## config.mk

```make
export PLATFORM = sky130hd
export DESIGN_NAME = q8_8_alu_arbiter
export DESIGN_NICKNAME = d
export VERILOG_FILES = /design/src/rtl/q8_8_alu_arbiter.sv
export SDC_FILE = /design/constraint.sdc
export NUM_CORES = 1
export LEC_CHECK = 0
export ABC_AREA = 1
export CORE_MARGIN = 2
export CORE_UTILIZATION = 41
export DETAILED_ROUTE_END_ITERATION = 10
export PLACE_DENSITY_LB_ADDON = 0.2
export SYNTH_ARGS = -nofsm -noshare
export SYNTH_HDL_FRONTEND = slang
export SYNTH_SLANG_ARGS = --single-unit
export TNS_END_PERCENT = 20
```

## constraint.sdc

```tcl
create_clock -name clk -period 2 [get_ports clk]
set_clock_uncertainty 0.05 [all_clocks]
set_input_delay 0.2 -clock clk [delete_from_list [all_inputs] [get_ports clk]]
set_output_delay 0.2 -clock clk [all_outputs]
set_load 0.05 [all_outputs]
```

## src/rtl/q8_8_alu_arbiter.sv

```systemverilog
// Round-robin arbiter that time-shares one combinational Q8.8 ALU among N_REQ requesters.
// Optional build macro Q8_8_ARB_TMR_EN triplicates the control state with majority voting.
module q8_8_alu_arbiter #(
  parameter int N_REQ = 4,
  parameter int ID_W  = 2
) (
  input  logic                  clk,
  input  logic                  rst_n,
  input  logic [N_REQ-1:0]      req_valid,
  output logic [N_REQ-1:0]      req_ready,
  input  logic [16*N_REQ-1:0]   req_a,
  input  logic [16*N_REQ-1:0]   req_b,
  input  logic [2*N_REQ-1:0]    req_op,
  output logic [15:0]           alu_a,
  output logic [15:0]           alu_b,
  output logic [1:0]            alu_op,
  input  logic [15:0]           alu_result,
  output logic                  rsp_valid,
  input  logic                  rsp_ready,
  output logic [ID_W-1:0]       rsp_id,
  output logic [15:0]           rsp_data,
  output logic                  busy
`ifdef Q8_8_ARB_TMR_EN
  ,
  output logic                  tmr_mismatch
`endif
);

  typedef enum logic [1:0] {
    IDLE  = 2'd0,
    ISSUE = 2'd1,
    RESP  = 2'd2
  } state_e;

  localparam logic [ID_W-1:0] LG_RST  = ID_W'(N_REQ - 1);
  localparam logic [ID_W:0]   N_REQ_W = (ID_W + 1)'(N_REQ);

  state_e          state, state_d;
  logic [ID_W-1:0] last_grant, last_grant_d;

  logic            grant_vld;
  logic [ID_W-1:0] grant_idx;
  logic            cap_en;
  logic            rsp_cap;

  logic [15:0]     a_q, b_q;
  logic [1:0]      op_q;
  logic [ID_W-1:0] id_q;
  logic [ID_W-1:0] rsp_id_q;
  logic [15:0]     rsp_data_q;
  logic            rsp_valid_q;
  logic            busy_q;

  // Control state storage: single copy, or three voted copies that are scrubbed every cycle.
`ifdef Q8_8_ARB_TMR_EN
  state_e          state0_q, state1_q, state2_q;
  logic [ID_W-1:0] last_grant0_q, last_grant1_q, last_grant2_q;
  logic            copies_differ;
  logic            tmr_mismatch_q;

  assign state      = state_e'((state0_q & state1_q) | (state0_q & state2_q) | (state1_q & state2_q));
  assign last_grant = (last_grant0_q & last_grant1_q) | (last_grant0_q & last_grant2_q)
                    | (last_grant1_q & last_grant2_q);

  assign copies_differ = (state0_q != state1_q) || (state0_q != state2_q)
                      || (last_grant0_q != last_grant1_q) || (last_grant0_q != last_grant2_q);

  always_ff @(posedge clk) begin
    if (!rst_n) begin
      state0_q       <= IDLE;
      state1_q       <= IDLE;
      state2_q       <= IDLE;
      last_grant0_q  <= LG_RST;
      last_grant1_q  <= LG_RST;
      last_grant2_q  <= LG_RST;
      tmr_mismatch_q <= 1'b0;
    end else begin
      state0_q       <= state_d;
      state1_q       <= state_d;
      state2_q       <= state_d;
      last_grant0_q  <= last_grant_d;
      last_grant1_q  <= last_grant_d;
      last_grant2_q  <= last_grant_d;
      tmr_mismatch_q <= copies_differ;
    end
  end

  assign tmr_mismatch = tmr_mismatch_q;
`else
  state_e          state_q;
  logic [ID_W-1:0] last_grant_q;

  // NOTE: sequential state uses non-blocking assignment so every register samples pre-edge values.
  always_ff @(posedge clk) begin
    if (!rst_n) begin
      state_q      <= IDLE;
      last_grant_q <= LG_RST;
    end else begin
      state_q      <= state_d;
      last_grant_q <= last_grant_d;
    end
  end

  assign state      = state_q;
  assign last_grant = last_grant_q;
`endif

  // Rotating-priority search starting just after the previous winner.
  always_comb begin
    logic [ID_W:0]   sum;
    logic [ID_W-1:0] idx;
    grant_vld = 1'b0;
    grant_idx = '0;
    sum       = '0;
    idx       = '0;
    for (int k = 1; k <= N_REQ; k++) begin
      sum = {1'b0, last_grant} + (ID_W + 1)'(k);
      if (sum >= N_REQ_W) sum = sum - N_REQ_W;
      idx = sum[ID_W-1:0];
      if (!grant_vld && req_valid[idx]) begin
        grant_vld = 1'b1;
        grant_idx = idx;
      end
    end
  end

  // NOTE: every signal gets a default at the top so no path can infer a latch.
  always_comb begin
    state_d      = state;
    last_grant_d = last_grant;
    req_ready    = '0;
    cap_en       = 1'b0;
    rsp_cap      = 1'b0;
    unique case (state)
      IDLE: begin
        if (grant_vld) begin
          req_ready[grant_idx] = 1'b1;
          cap_en               = 1'b1;
          last_grant_d         = grant_idx;
          state_d              = ISSUE;
        end
      end
      ISSUE: begin
        rsp_cap = 1'b1;
        state_d = RESP;
      end
      RESP: begin
        if (rsp_ready) state_d = IDLE;
      end
      default: state_d = IDLE;
    endcase
  end

  // NOTE: datapath registers are reset too, because cleared operands and response are visible at the ports.
  always_ff @(posedge clk) begin
    if (!rst_n) begin
      a_q         <= '0;
      b_q         <= '0;
      op_q        <= '0;
      id_q        <= '0;
      rsp_id_q    <= '0;
      rsp_data_q  <= '0;
      rsp_valid_q <= 1'b0;
      busy_q      <= 1'b0;
    end else begin
      rsp_valid_q <= (state_d == RESP);
      busy_q      <= (state_d != IDLE);
      if (cap_en) begin
        a_q  <= req_a[{grant_idx, 4'b0000} +: 16];
        b_q  <= req_b[{grant_idx, 4'b0000} +: 16];
        op_q <= req_op[{grant_idx, 1'b0} +: 2];
        id_q <= grant_idx;
      end
      if (rsp_cap) begin
        rsp_data_q <= alu_result;
        rsp_id_q   <= id_q;
      end
    end
  end

  assign alu_a     = a_q;
  assign alu_b     = b_q;
  assign alu_op    = op_q;
  assign rsp_valid = rsp_valid_q;
  assign rsp_id    = rsp_id_q;
  assign rsp_data  = rsp_data_q;
  assign busy      = busy_q;

endmodule

```

==> results.ini <==
[sta]
setup_ws_ns=-0.314
worstMarginPinSlew_ns=0.556
setup_viol=40
relSlewSlack=0.628
finalCriticalPeriod_ns=2.31
timing_hold_violations_final=0
finalCritPeriodShare=1.16
finalMaxSlewViolations=0
rsz0062_at_grt=yes
fmax_ghz=0.432

[logic_synthesis]
syn_area_per_cell_um2=5.59
synth_fp_nets=912
ys_ff_latch=60
synthCells=753
synth_most_common_cell=inv_1
yosys.cell_types.count=25
netlist_area_um2=4210
synth-edff-count=0
synth_top_area_share=0.285
seq_area_frac_synth=0.285
synthTopCellsByCount=inv_1 (177), nand3_1 (176), nand2_1 (139), nor2_1 (114), dfxtp_1 (60)
yosys-top-cells-area=dfxtp_1 (29%), nand3_1 (21%), inv_1 (16%), nand2_1 (12%), nor2_1 (10%)
synth_area_leader_cell=dfxtp_1
synthArstFlopShare=0
yosys_warnings=0
synthFlopType=dfxtp_1

[floorplan]
die_h_um=105
core_um2=10100
row_count=37
pin_count=217
start_util=0.416
dieArea_um2=11100
fp.dieW_um=105

[power_and_ir_drop]
p_leak_nw=3.97
power.clock.fraction=0.074
switching_power_mw=7.90
internal_power_mw=7.41
swShare=0.516
p_total_mw=15.3
pwr_density_cell_nw_per_um2=2050
seqPwrFrac=0.127
combPwrFrac=0.800
irDropWorstVdd_mv=1.11

[route]
drt_iter0_markers=272
finalWirelength_mm=15.4
num_vias=5409
drc=0
viasPerCell=4.78
first_pass_iters=4
wl_per_cell_um=13.6
final_antenna_net_count=0

[min_path]
worstHoldPathCells=3
worstHoldStart=alu_result[4]
hold_class=in -> reg
min_to=rsp_data[4]

[worst_setup_path]
r2r-start=last_grant[0]
reg2reg_depth=17
timing.reg2reg.setup_slack_ns=-0.21
cp.arrival_ns=2.06
cp-start-kind=register
cp_max_fo=8
worstSetupPathType=reg -> out
worstSetupEndpointType=primary output
cp.required_ns=1.75
worstReg2RegEnd=alu_a[0]

[run]
drv_cap=0

[global_routing]
use_met1=0.309
gr-total-overflow=0
grt_pass1_vias=4886
grt.busiest_layer=met2
grt_pass1_wl_mm=23.0
grt_use_met2=0.425
grt_max_degree=45
grt_use_met3=0.0699
antenna_found_initial=0
grtUsageTotal=0.254

[cells_and_area]
num-fill-cells=799
synthToLayoutAreaGrowth_pct=77.1
postLayoutCoreUtil=0.736
multiInputGateArea_um2=2310
nets=1150
antenna_cells=0
drive_gt1_frac=0.132
regArea_um2=1210

[placed_design]
dp_hpwl_mm=9.80
port_buffers=216
gp_congestion=0.872

[cts]
clkSinkCount=60
insertion_delay_ns=0.34
clk_pin_slew_ns=0.08
clockBufferDepth=2
htreeDepth=3
cts_buffers=9
cts_root_buffer=clkbuf_8
cts_tree=built

[run_status]
violations=setup timing
status=complete, but fails checks

==> sequential cells by signal, indices dropped and copies added, names as in the netlist <==
name        cells
alu_op          2
alu_b          16
state           2
rsp_valid       1
id_q            2
busy            1
rsp_id          2
rsp_data       16
alu_a          16
last_grant      2
==> cell families (layout without fill, tap and decap cells) <==
logic type      after synthesis  after routing  share of synthesized area
flops                        60             60                      0.285
compound gates               26             26                     0.0374
buf+inv                     225            468                      0.220
simple gates                442            442                      0.457
==> how the worst max path moves through the flow <==
stage,start,endpoint,slack (ns),cells after the start
final,last_grant[0],req_ready[1],-0.31,11
after detailed placement,req_valid[0],alu_a[1],-0.26,16
after global routing,last_grant[0],req_ready[0],-0.40,12
after floorplan,last_grant[0],req_ready[0],-0.09,15
after global placement,req_valid[2],req_ready[0],-0.21,14
after CTS,last_grant[0],req_ready[3],-0.22,14
==> critical path, cell delays in order, from the launching register on <==
cell and delay (ns):
dfxtp_4 0.39, inv_8 0.10, nand2_1 0.10, nand3_1 0.15, nand2_2 0.10, nor2_4 0.19
nand2_4 0.09, nor2_4 0.14, a21oi_4 0.07, buf_6 0.14, nor2_4 0.11, buf_12 0.14
==> power groups by stage <==
stage,Sequential [mW],Clock (mW),Combinational (mW)
after global placement,1.91,0,9.99
after global routing,2.00,1.21,13.1
final,1.94,1.13,12.2
after floorplan,3.31,0,5.48
after detailed placement,1.92,0,10.1
after CTS,1.93,1.15,11.0
==> cell usage in the layout (no fill, tap or decap) <==
cell             instances
o21ai_4                  2
clkinv_4                 1
clkdlybuf4s50_1        212
buf_8                    2
clkbuf_16                4
dfxtp_4                  2
nand2_2                 15
clkbuf_8                 9
bufinv_16                1
inv_6                    2
a21oi_1                  3
clkinvlp_4               1
clkinv_2                 2
clkinv_1                 1
buf_6                    7
nand3_2                  5
nand3_4                  1
inv_8                    1
nor2_4                   7
inv_4                    2
buf_4                   30
o21ai_0                 18
o211ai_1                 2
nand3_1                171
nand3b_1                 1
nand2_1                117
nor2_2                   3
inv_1                  176
inv_2                    2
nand2_4                 16
bufbuf_16                2
dfxtp_1                 58
a21oi_4                  1
buf_12                  13
nor2_1                 106
==> per-stage QoR <==
stage / cells / setup WS (ns) / hold WS (ns) / area, um^2 / TNS [ns]
after CTS: 1124 / -0.221 / 0.386 / 7160 / -2.86
after detailed placement: 1099 / -0.263 / 0.407 / 6760 / -8.27
final: 1132 / -0.314 / 0.394 / 7460 / -6.63
after floorplan: 753 / -0.0865 / 0.285 / 4240 / -0.250
after global routing: 1132 / -0.401 / 0.386 / 7460 / -11.10
after global placement: 1099 / -0.212 / 0.408 / 6760 / -6.40
==> layout make-up <==
class,instances,share of cell area
inverters,182,0.0932
well taps,136,0.0228
clock inverters,7,0.00989
flip-flops and latches,60,0.162
multi-input cells,468,0.309
repair buffers,270,0.386
clock buffers,9,0.0166
==> what timing repair did <==
item / in CTS / in global routing
endpoints found under the setup margin: 37 / 40
buffers inserted: 9 / 4
hold buffers: 0 / 0
resized for setup: 33 / 42
pin swaps: 19 / 25
cloned: 2 / 4
==> layer usage <==
| metal | wire length (um) | part of all wire | vias up |
|---|---|---|---|
| li1 | - | - | 2738 |
| met1 | 6330 | 0.41 | 2418 |
| met2 | 7400 | 0.48 | 211 |
| met3 | 1170 | 0.076 | 42 |
| met4 | 469 | 0.031 | 0 |
| met5 | 0 | 0 | - |
(Power assumes the default switching activity.)
